File: config.mk
export PLATFORM = sky130hd
export DESIGN_NAME = light_pattern_decoder
export DESIGN_NICKNAME = d
export VERILOG_FILES = /design/src/rtl/light_pattern_decoder.sv
export SDC_FILE = /design/constraint.sdc
export NUM_CORES = 1
export LEC_CHECK = 0
export CAP_MARGIN = 20
export CORE_MARGIN = 4
export CORE_UTILIZATION = 25
export CTS_CLUSTER_DIAMETER = 80
export DETAILED_ROUTE_END_ITERATION = 10
export PLACE_DENSITY_LB_ADDON = 0.08
export SLEW_MARGIN = 5
export SYNTH_ARGS = -nofsm -noshare
export SYNTH_HDL_FRONTEND = slang
export SYNTH_SLANG_ARGS = --single-unit
File: constraint.sdc
create_clock -name clk -period 5.7 [get_ports clk]
set_input_delay 0.57 -clock clk [delete_from_list [all_inputs] [get_ports clk]]
set_output_delay 0.57 -clock clk [all_outputs]
set_load 0.02 [all_outputs]
File: src/rtl/light_pattern_decoder.sv
// Light pattern decoder: recovers OFF / ON / SLOW / FAST from the observed
// rear_light waveform by timing high and low runs in beat ticks.
//
// state  | meaning
// IDLE   | after reset, nothing learned yet
// STEADY | level held for STEADY_TICKS, mode is 00/01
// HALF   | one edge seen, only one half of a period measured
// BLINK  | full periods being measured, every edge reclassifies
module light_pattern_decoder #(
  parameter int CNT_W        = 8,
  parameter int STEADY_TICKS = 64,
  parameter int SLOW_MIN     = 12
) (
  input  logic             clk,
  input  logic             reset,
  input  logic             count_en,
  input  logic             rear_light,
  output logic [1:0]       mode,
  output logic             mode_valid,
  output logic             mode_change,
  output logic [CNT_W-1:0] on_ticks,
  output logic [CNT_W-1:0] off_ticks
);

  typedef enum logic [1:0] {
    IDLE   = 2'd0,
    STEADY = 2'd1,
    HALF   = 2'd2,
    BLINK  = 2'd3
  } state_t;

  localparam logic [CNT_W-1:0] RUN_MAX  = '1;
  localparam logic [CNT_W-1:0] RUN_STDY = CNT_W'(STEADY_TICKS);
  localparam logic [CNT_W:0]   PER_SLOW = (CNT_W+1)'(SLOW_MIN);

  state_t           state, state_nxt;
  logic             sync1, sync2, level_q;
  logic             edge_seen, fall, timeout, slow;
  logic [CNT_W-1:0] run_cnt;
  logic [CNT_W:0]   period;
  logic             classify;
  logic [1:0]       mode_nxt;

  assign edge_seen = sync2 ^ level_q;
  assign fall      = level_q & ~sync2;
  assign timeout   = (run_cnt == RUN_STDY);
  // The freshly ending run plus the stored opposite half gives one full period.
  assign period    = {1'b0, run_cnt} + {1'b0, (fall ? off_ticks : on_ticks)};
  assign slow      = (period >= PER_SLOW);

  // Synchronize rear_light and keep one extra copy for edge detection.
  always_ff @(posedge clk or negedge reset) begin
    if (!reset) begin
      sync1   <= 1'b0;
      sync2   <= 1'b0;
      level_q <= 1'b0;
    end else begin
      sync1   <= rear_light;
      sync2   <= sync1;
      level_q <= sync2;
    end
  end

  // Run-length counter; the ending run is captured into on/off_ticks on each edge.
  always_ff @(posedge clk or negedge reset) begin
    if (!reset) begin
      run_cnt   <= '0;
      on_ticks  <= '0;
      off_ticks <= '0;
    end else if (edge_seen) begin
      run_cnt <= count_en ? CNT_W'(1) : '0;
      if (fall) on_ticks  <= run_cnt;
      else      off_ticks <= run_cnt;
    end else if (count_en && run_cnt != RUN_MAX) begin
      run_cnt <= run_cnt + CNT_W'(1);
    end
  end

  // State register.
  always_ff @(posedge clk or negedge reset) begin
    if (!reset) state <= IDLE;
    else        state <= state_nxt;
  end

  // Next state and classification; an edge takes priority over a timeout.
  always_comb begin
    state_nxt = state;
    classify  = 1'b0;
    mode_nxt  = mode;
    case (state)
      IDLE, STEADY: begin
        if (edge_seen) begin
          state_nxt = HALF;
        end else if (state == IDLE && timeout) begin
          state_nxt = STEADY;
          classify  = 1'b1;
          mode_nxt  = {1'b0, sync2};
        end
      end
      HALF, BLINK: begin
        if (edge_seen) begin
          state_nxt = BLINK;
          classify  = 1'b1;
          mode_nxt  = slow ? 2'b10 : 2'b11;
        end else if (timeout) begin
          state_nxt = STEADY;
          classify  = 1'b1;
          mode_nxt  = {1'b0, sync2};
        end
      end
      default: state_nxt = IDLE;
    endcase
  end

  // Mode outputs; mode_change only when the visible result actually changes.
  always_ff @(posedge clk or negedge reset) begin
    if (!reset) begin
      mode        <= 2'b00;
      mode_valid  <= 1'b0;
      mode_change <= 1'b0;
    end else if (classify) begin
      mode        <= mode_nxt;
      mode_valid  <= 1'b1;
      mode_change <= ({1'b1, mode_nxt} != {mode_valid, mode});
    end else begin
      mode_change <= 1'b0;
    end
  end

endmodule
=== After elaboration in Yosys (flattened, before gate mapping) ===
Index checks and enable logic that the tools add are counted.
Widths: inputs -> output; s select.

* Output and inout port bits: 20
* Word-level logic and storage cells: 55
* Register bits: 33

* Equality and inequality tests: 8
* Add/sub/neg operators: 2
* Bitwise logic cells: 4
* Magnitude comparators: 1
* Reduce and logical (&&, ||, !) cells: 9
* Multiplexer cells: 21

{| class="wikitable"
|+ Operator list
! operator !! number
|-
| $mux 8 || 3
|-
| $mux 2 || 8
|-
| $add 8x8->9 || 1
|-
| $ge 9x4->1 const B || 1
|-
| $add 8x1->8 const B || 1
|-
| $eq 8x7->1 const B || 1
|-
| $ne 8x8->1 const B || 1
|-
| $pmux 2 s2 || 2
|-
| $mux 1 || 7
|-
| $ne 3x3->1 const B || 2
|-
| $reduce_and 2->1 || 3
|-
| $eq 2x2->1 const B || 2
|-
| $reduce_or 2->1 || 2
|-
| $ne 3x3->1 || 1
|-
| $eq 2x1->1 const B || 1
|-
| $logic_and 1x1->1 || 2
|-
| $logic_not 2->1 || 1
|-
| $not 1->1 || 2
|-
| $pmux 1 s2 || 1
|-
| $reduce_bool 2->1 || 1
|-
| $and 1x1->1 || 1
|-
| $xor 1x1->1 || 1
|}

=== Longest topological paths before layout ===
Gate-level depths: netlist of the first run.

* Depth in word-level cells: 10
* Gate-level depth with buffers: 13
* Mapped depth without buffers: 12

=== Worst setup path after synthesis of the first run ===
No wires, ideal clock.

* Kind: register to register
* Start point: reg sync2
* End point: reg mode_change
* Stages on the path, launching flop included: 13
* Arrival: 2996 ps
* Buffers on the path: 1
* Clock period less this slack: 3122 ps
* Path slack: 2578 ps
* Cell sequence: dfrtp_1 inv_1 ha_1 clkbuf_1 mux2_2 ha_1 fa_1 nor3b_1 or4_4 nor3_2 nand4_1 o311ai_1 nor2_1

* Cells in the longest elaborated chain, start to end: 10

{| class="wikitable"
|+ Ends and longest elaborated chain
! element !! line !! source
|-
| start, declared || 37 || <nowiki>logic sync1, sync2, level_q;</nowiki>
|-
| start signal, assigned || 59 || <nowiki>sync2 <= sync1;</nowiki>
|-
| $not 1->1 || 45 || <nowiki>assign fall = level_q & ~sync2;</nowiki>
|-
| $and 1x1->1 || 45 ||
|-
| $mux 8 || 48 || <nowiki>assign period = {1'b0, run_cnt} + {1'b0, (fall ? off_ticks : on_ticks)};</nowiki>
|-
| $add 8x8->9 || 48 ||
|-
| $ge 9x4->1 || 49 || <nowiki>assign slow = (period >= PER_SLOW);</nowiki>
|-
| $mux 1 || 104 || <nowiki>mode_nxt = slow ? 2'b10 : 2'b11;</nowiki>
|-
| $mux 2 || 101 || <nowiki>if (edge_seen) begin</nowiki>
|-
| $pmux 2 s2 || 90 || <nowiki>case (state)</nowiki>
|-
| $ne 3x3->1 || 124 || <nowiki>mode_change <= ({1'b1, mode_nxt} != {mode_valid, mode});</nowiki>
|-
| $mux 1 * || 121 || <nowiki>end else if (classify) begin</nowiki>
|-
| end signal, assigned || 124 ||
|-
| end, declared || 20 || <nowiki>output logic mode_change,</nowiki>
|}

Mark *: on every way between the ends. The rest lies on a longest branch, timed or not.
A chain may end at the register's enable or synchronous reset.

=== Final worst setup path of the first run ===
Same ends and word-level chain as after synthesis.

==> results of run 1 <==
==> report_power, final <==
group / internal (mW) / leakage [nW] / switching (mW)
Sequential: 0.248 / 0.420 / 0.0159
Clock: 0.0955 / 0.0433 / 0.0864
Combinational: 0.0489 / 0.534 / 0.0493
==> per-layer routing <==
layer,global-route usage [%],up-vias,part of all wire [%]
met5,0,-,0
met4,3.436,0,1.3
met3,2.841,5,3.7
met2,16.03,30,47
met1,13.86,679,48
li1,-,671,-
==> cells in the mapped netlist <==
| master | count | area, um2 |
|---|---|---|
| nor3b_1 | 3 | 22.52 |
| a41oi_1 | 1 | 8.760 |
| nand3_1 | 5 | 25.02 |
| nor4bb_1 | 1 | 10.01 |
| xnor2_1 | 5 | 43.79 |
| a21boi_0 | 4 | 30.03 |
| fa_1 | 1 | 20.02 |
| nand4_1 | 2 | 12.51 |
| o21bai_1 | 2 | 15.01 |
| mux2_2 | 25 | 281.5 |
| inv_1 | 8 | 30.03 |
| a31oi_1 | 1 | 6.260 |
| o2111a_1 | 1 | 11.26 |
| nor3_2 | 1 | 10.01 |
| o21ai_0 | 10 | 50.05 |
| a311o_2 | 1 | 11.26 |
| nand2b_4 | 1 | 13.76 |
| o21a_1 | 1 | 7.510 |
| a311oi_1 | 1 | 8.760 |
| nand3b_1 | 1 | 7.510 |
| nand2_1 | 10 | 37.54 |
| nor4b_1 | 1 | 8.760 |
| nor2_1 | 7 | 26.28 |
| dfrtp_1 | 33 | 825.8 |
| ha_1 | 13 | 162.7 |
| and2_2 | 1 | 7.510 |
| or4_4 | 1 | 11.26 |
| or2_2 | 1 | 6.260 |
| a21oi_1 | 6 | 30.03 |
| o311ai_1 | 1 | 8.760 |
| buf_6 | 1 | 11.26 |
| o211ai_1 | 1 | 7.510 |
| nor3_1 | 3 | 15.01 |
| and2b_2 | 1 | 8.760 |
| a211oi_2 | 1 | 12.51 |
| or3_1 | 5 | 31.28 |
| nor2b_1 | 3 | 18.77 |
| xor2_1 | 1 | 8.760 |
| and2_1 | 3 | 18.77 |
| nand2b_1 | 2 | 12.51 |
| clkbuf_1 | 4 | 15.01 |
==> state kept, by name (all words and copies together), names as in the netlist <==
| register | count |
|---|---|
| mode_valid | 1 |
| sync1 | 1 |
| run_cnt | 8 |
| mode_change | 1 |
| on_ticks | 8 |
| off_ticks | 8 |
| sync2 | 1 |
| state | 2 |
| mode | 2 |
| level_q | 1 |
==> cell families (layout without fill, tap and decap cells) <==
family / count (synthesis) / in the layout
adder cells (fa/ha/maj): 14 / 14
multiplexers: 25 / 25
AND/OR/NAND/NOR: 52 / 52
AO/OA/AOI/OAI: 31 / 31
flip-flops: 33 / 33
buffers and inverters: 13 / 39
XOR/XNOR: 6 / 6
==> worst min-delay path by stage <==
| stage | to | cells after the start |
|---|---|---|
| 5_1_grt | sync2 | 0 |
| 3_5_place_dp | sync2 | 0 |
| 4_1_cts | sync2 | 0 |
| 2_1_floorplan | level_q | 0 |
| 3_3_place_gp | sync2 | 0 |
| 6_report | sync2 | 0 |
==> cell type report <==
cell class                 instances  share of cell area [%]
clock buffer                       6                   3.535
clock inverter                     1                  0.3214
inverter                           8                   1.285
multi-input combinational        128                   44.03
sequential                        33                   35.35
tap                               99                   5.303
timing repair buffer              24                   10.18
==> worst max-delay path, cell delays in order (launching register included) <==
cell      delay [ns]
dfrtp_1         0.41
inv_1           0.09
ha_1            0.42
mux2_2          0.39
ha_1            0.22
fa_1            0.41
a21oi_1         0.15
nor2b_1         0.07
a311o_2         0.39
xnor2_1         0.15
nand4_1         0.16
o311ai_1        0.31
nor2_1          0.06
==> through the flow <==
step	hold slack (ns)	util (%)	instance area, um2	cells	total power [mW]
4_1_cts	0.3516	31.87	2336	299	0.5528
6_report	0.3510	31.87	2336	299	0.5437
3_5_place_dp	0.3347	30.64	2246	292	0.3687
3_3_place_gp	0.3474	30.64	2246	292	0.3687
2_1_floorplan	0.2744	-	1911	174	0.3266
5_1_grt	0.3622	31.87	2336	299	0.5787
==> impl_metrics.env, run 1 <==
export IMPL_synth_top_family_by_area="simple AND/OR/NAND/NOR gates"
export IMPL_cp_startpoint="sync2"
export IMPL_ys_warn_count=0
export IMPL_ff2ff_setup_slack_ns=2.34
export IMPL_cts_tree="yes"
export IMPL_place_congestion=0.7852
export IMPL_die_x_um=95.42
export IMPL_root_buffer="clkbuf_8"
export IMPL_critPathKind="reg2reg"
export IMPL_vdd_drop_max_uv=71.25
export IMPL_avgRoutedWirePerCell_um=14.27
export IMPL_final_common_cell="dfrtp_1"
export IMPL_ys_seq_elements=33
export IMPL_n_antenna_cell=0
export IMPL_layout_nets=218
export IMPL_core_area_mm2=0.007331
export IMPL_yosys_area_share_simple_pct=15.91
export IMPL_rr_startpoint="sync2"
export IMPL_dp_slack_ns=2.319
export IMPL_powerDensity_mw_per_mm2=232.7
export IMPL_drtAntennaViolNets=0
export IMPL_crit_end="mode_change"
export IMPL_post_cts_buffers=0
export IMPL_hold_start="sync1"
export IMPL_vias=1385
export IMPL_syn_area_mm2=0.001911
export IMPL_rsz0062_at_grt="no"
export IMPL_ff_latch_area_um2=825.8
export IMPL_cp_arrival_ns=3.52
export IMPL_synth_compound_area_share_pct=10.87
export IMPL_drive_above_1_share_pct=20.50
export IMPL_relSlewSlack_pct=64.48
export IMPL_grt_overflow_total=0
export IMPL_die_area_mm2=0.009105
export IMPL_die_h_um=95.42
export IMPL_portBuffers=23
export IMPL_hold_viol=0
export IMPL_syn_instance_count=174
export IMPL_dr_pass1_iters=4
export IMPL_seq_area_frac_synth_pct=43.22
export IMPL_first_global_vias=1373
export IMPL_critPathRequiredTime_ns=5.86
export IMPL_min_path_type="reg2reg"
export IMPL_cap_viol_max_count=0
export IMPL_grt_max_degree=34
export IMPL_period_needed_ns=3.364
export IMPL_crit_path_max_fanout=8
export IMPL_post_cts_resized=0
export IMPL_clk_latency_ns=0.28
export IMPL_status="finished, final reports clean"
export IMPL_end_kind="flip-flop"
export IMPL_finalSetupViolations=0
export IMPL_reg2reg_to="mode_change"
export IMPL_fmax_mhz=297.3
export IMPL_fin_crit_sh_pct=59.01
export IMPL_finalSetupTns_ns=0
export IMPL_path_clk_slew_ns=0.07
export IMPL_finalWorstSetupSlack_ns=2.336
export IMPL_vias_per_cell=4.632
export IMPL_fin_skew_ns=0.01005
export IMPL_leakagePower_nw=0.9973
export IMPL_cts_buffer_depth=2
export IMPL_drt_initial_drc_count=78
export IMPL_dp_hpwl_um=3127
export IMPL_hold_buffers=0
export IMPL_synth_xor_area_share_pct=2.750
export IMPL_clock_sinks=33
export IMPL_htreeDepth=2
export IMPL_multiInputGateArea_mm2=0.001028
export IMPL_grt_usage_pct=10.33
export IMPL_worst_pin_slew_ns=0.5328
export IMPL_layout_common_cells="33 x dfrtp_1, 25 x mux2_2, 23 x clkdlybuf4s50_1"
export IMPL_synth_fa_ha_area_share_pct=9.561
export IMPL_drc=0
export IMPL_avgSynthCellArea_um2=10.98
export IMPL_grt_antenna_before_repair=0
export IMPL_fillers=733
export IMPL_area_growth_pct=22.27
export IMPL_muxShareOfSynthArea_pct=14.73
export IMPL_synth_cell_types=41
export IMPL_cts_inserted_buffers=5
export IMPL_drt_wl_total_um=4268
export IMPL_worst_r2r_cell_count=12
export IMPL_syn_nets=192
export IMPL_startpoint_type="flip-flop"
export IMPL_grt_pass1_wl_um=7058
export IMPL_initial_core_util_pct=26.06
export IMPL_io_pins=24
export IMPL_num_rows=31
export IMPL_drv_slew=0
(Power assumes the default switching activity.)
==> run 2: changes to the inputs <==
Clock period 5.7 ns to 2.85 ns, I/O delays scaled along.
==> run 2 against run 1 <==
Design area up 9.1%. Via count up 4.9%. Die area unchanged. First-iteration DRC count down 28%. Highest routed layer unchanged. Largest cell class unchanged. Critical endpoint unchanged. Register-to-register slack worse by 2.2 ns. Largest power group unchanged. Sequential power up 99%. Final cell count up 4.7%. Critical path type unchanged.
==> impl_metrics.env, run 2 (synthesized netlist as in run 1, its figures left out) <==
export IMPL_status="finished, final reports clean"
export IMPL_fmax_mhz=362.5
export IMPL_vias_per_cell=4.642
export IMPL_grt_pass1_wl_um=7721
export IMPL_layout_nets=232
export IMPL_vdd_drop_max_uv=151.2
export IMPL_largest_registers="off_ticks x8, on_ticks x8, run_cnt x8"
export IMPL_dp_slack_ns=-0.07710
export IMPL_worst_pin_slew_ns=0.5266
export IMPL_fin_skew_ns=0.008882
export IMPL_relSlewSlack_pct=64.89
export IMPL_hold_viol=0
export IMPL_initial_core_util_pct=26.06
export IMPL_portBuffers=23
export IMPL_crit_end="mode_change"
export IMPL_period_needed_ns=2.759
export IMPL_io_pins=24
export IMPL_die_area_mm2=0.009105
export IMPL_drt_initial_drc_count=56
export IMPL_clk_latency_ns=0.29
export IMPL_dp_hpwl_um=3443
export IMPL_grt_usage_pct=11.30
export IMPL_hold_buffers=0
export IMPL_cap_viol_max_count=0
export IMPL_grt_antenna_before_repair=0
export IMPL_fin_crit_sh_pct=96.79
export IMPL_avgRoutedWirePerCell_um=15.31
export IMPL_ff2ff_setup_slack_ns=0.09
export IMPL_clock_sinks=33
export IMPL_first_global_vias=1539
export IMPL_rsz0062_at_grt="yes"
export IMPL_reg2reg_to="mode_change"
export IMPL_die_h_um=95.42
export IMPL_n_antenna_cell=0
export IMPL_powerDensity_mw_per_mm2=447.2
export IMPL_cts_tree="yes"
export IMPL_drv_slew=0
export IMPL_finalWorstSetupSlack_ns=0.09142
export IMPL_grt_overflow_total=0
export IMPL_grt_max_degree=34
export IMPL_dr_pass1_iters=4
export IMPL_path_clk_slew_ns=0.07
export IMPL_critPathKind="reg2reg"
export IMPL_finalSetupViolations=0
export IMPL_critPathRequiredTime_ns=3.07
export IMPL_end_kind="flip-flop"
export IMPL_drive_above_1_share_pct=30.84
export IMPL_num_rows=31
export IMPL_vias=1453
export IMPL_final_common_cell="dfrtp_1"
export IMPL_core_area_mm2=0.007331
export IMPL_startpoint_type="flip-flop"
export IMPL_root_buffer="clkbuf_8"
export IMPL_htreeDepth=2
export IMPL_crit_path_max_fanout=3
export IMPL_drc=0
export IMPL_layout_common_cells="33 x dfrtp_1, 23 x clkdlybuf4s50_1, 22 x mux2_2"
export IMPL_finalPower_mw=1.139
export IMPL_drtAntennaViolNets=0
export IMPL_cp_arrival_ns=2.97
export IMPL_place_congestion=0.8342
export IMPL_worst_r2r_cell_count=11
export IMPL_cts_buffer_depth=2
export IMPL_cp_startpoint="sync2"
export IMPL_die_x_um=95.42
export IMPL_area_growth_pct=33.33
export IMPL_drt_wl_total_um=4793
export IMPL_cts_inserted_buffers=5
export IMPL_min_path_type="reg2reg"
export IMPL_leakagePower_nw=1.072
export IMPL_rr_startpoint="sync2"
[run 2: area by class of cell]
type	instances	area, um2
fillers	745	4783
multi-input cells	128	1131
flip-flops and latches	33	825.8
repair buffers	38	346.6
well taps	99	123.9
clock buffers	6	82.58
inverters	8	30.03
clock inverters	1	7.507
[run 2: metrics by stage]
step | setup TNS (ns) | cell area (um2) | utilization, % | instances | hold WS, ns
after CTS | 0 | 2477 | 33.79 | 310 | 0.3590
after global placement | -0.03925 | 2326 | 31.73 | 302 | 0.3495
after detailed placement | -0.07710 | 2326 | 31.73 | 302 | 0.3426
after floorplan | 0 | 1926 | - | 174 | -0.01059
final | 0 | 2547 | 34.75 | 313 | 0.3550
after global routing | -0.01839 | 2547 | 34.75 | 313 | 0.3776
[run 2: what timing repair did]
action	4_1_cts	5_1_grt
setup buffers	1	3
pin swaps	7	9
gates resized for setup	9	8
endpoints found under the setup margin	1	1
[run 2: power breakdown]
| part | switching [mW] | internal [mW] | total [mW] | leakage [nW] |
|---|---|---|---|---|
| Sequential | 0.0309 | 0.495 | 0.526 | 0.420 |
| Combinational | 0.119 | 0.127 | 0.246 | 0.609 |
| Clock | 0.176 | 0.191 | 0.367 | 0.0433 |
[run 2: worst min-delay path by stage]
stage	endpoint	from	slack (ns)	cells past startpoint
finish	sync2	sync1	0.36	0
global route	sync2	sync1	0.38	0
CTS	sync2	sync1	0.36	0
detailed placement	sync2	sync1	0.34	0
global placement	sync2	sync1	0.35	0
floorplan	level_q	reset	-0.01	0
[run 2: worst max-delay path, cell delays in order, from the launching register on]
cell and delay [ns]:
dfrtp_1 0.39, inv_2 0.08, ha_4 0.15, mux2_4 0.31, ha_4 0.17, fa_2 0.36
nor3b_1 0.16, or4_4 0.41, nor3_2 0.11, nand4_1 0.17, o2111a_1 0.29, nor2_1 0.09
[run 2: routing by layer]
layer,part of all wire (%),global-route usage [%]
met5,0,0
met3,3.0,2.368
met1,46,14.20
met4,1.5,4.265
met2,49,19.01
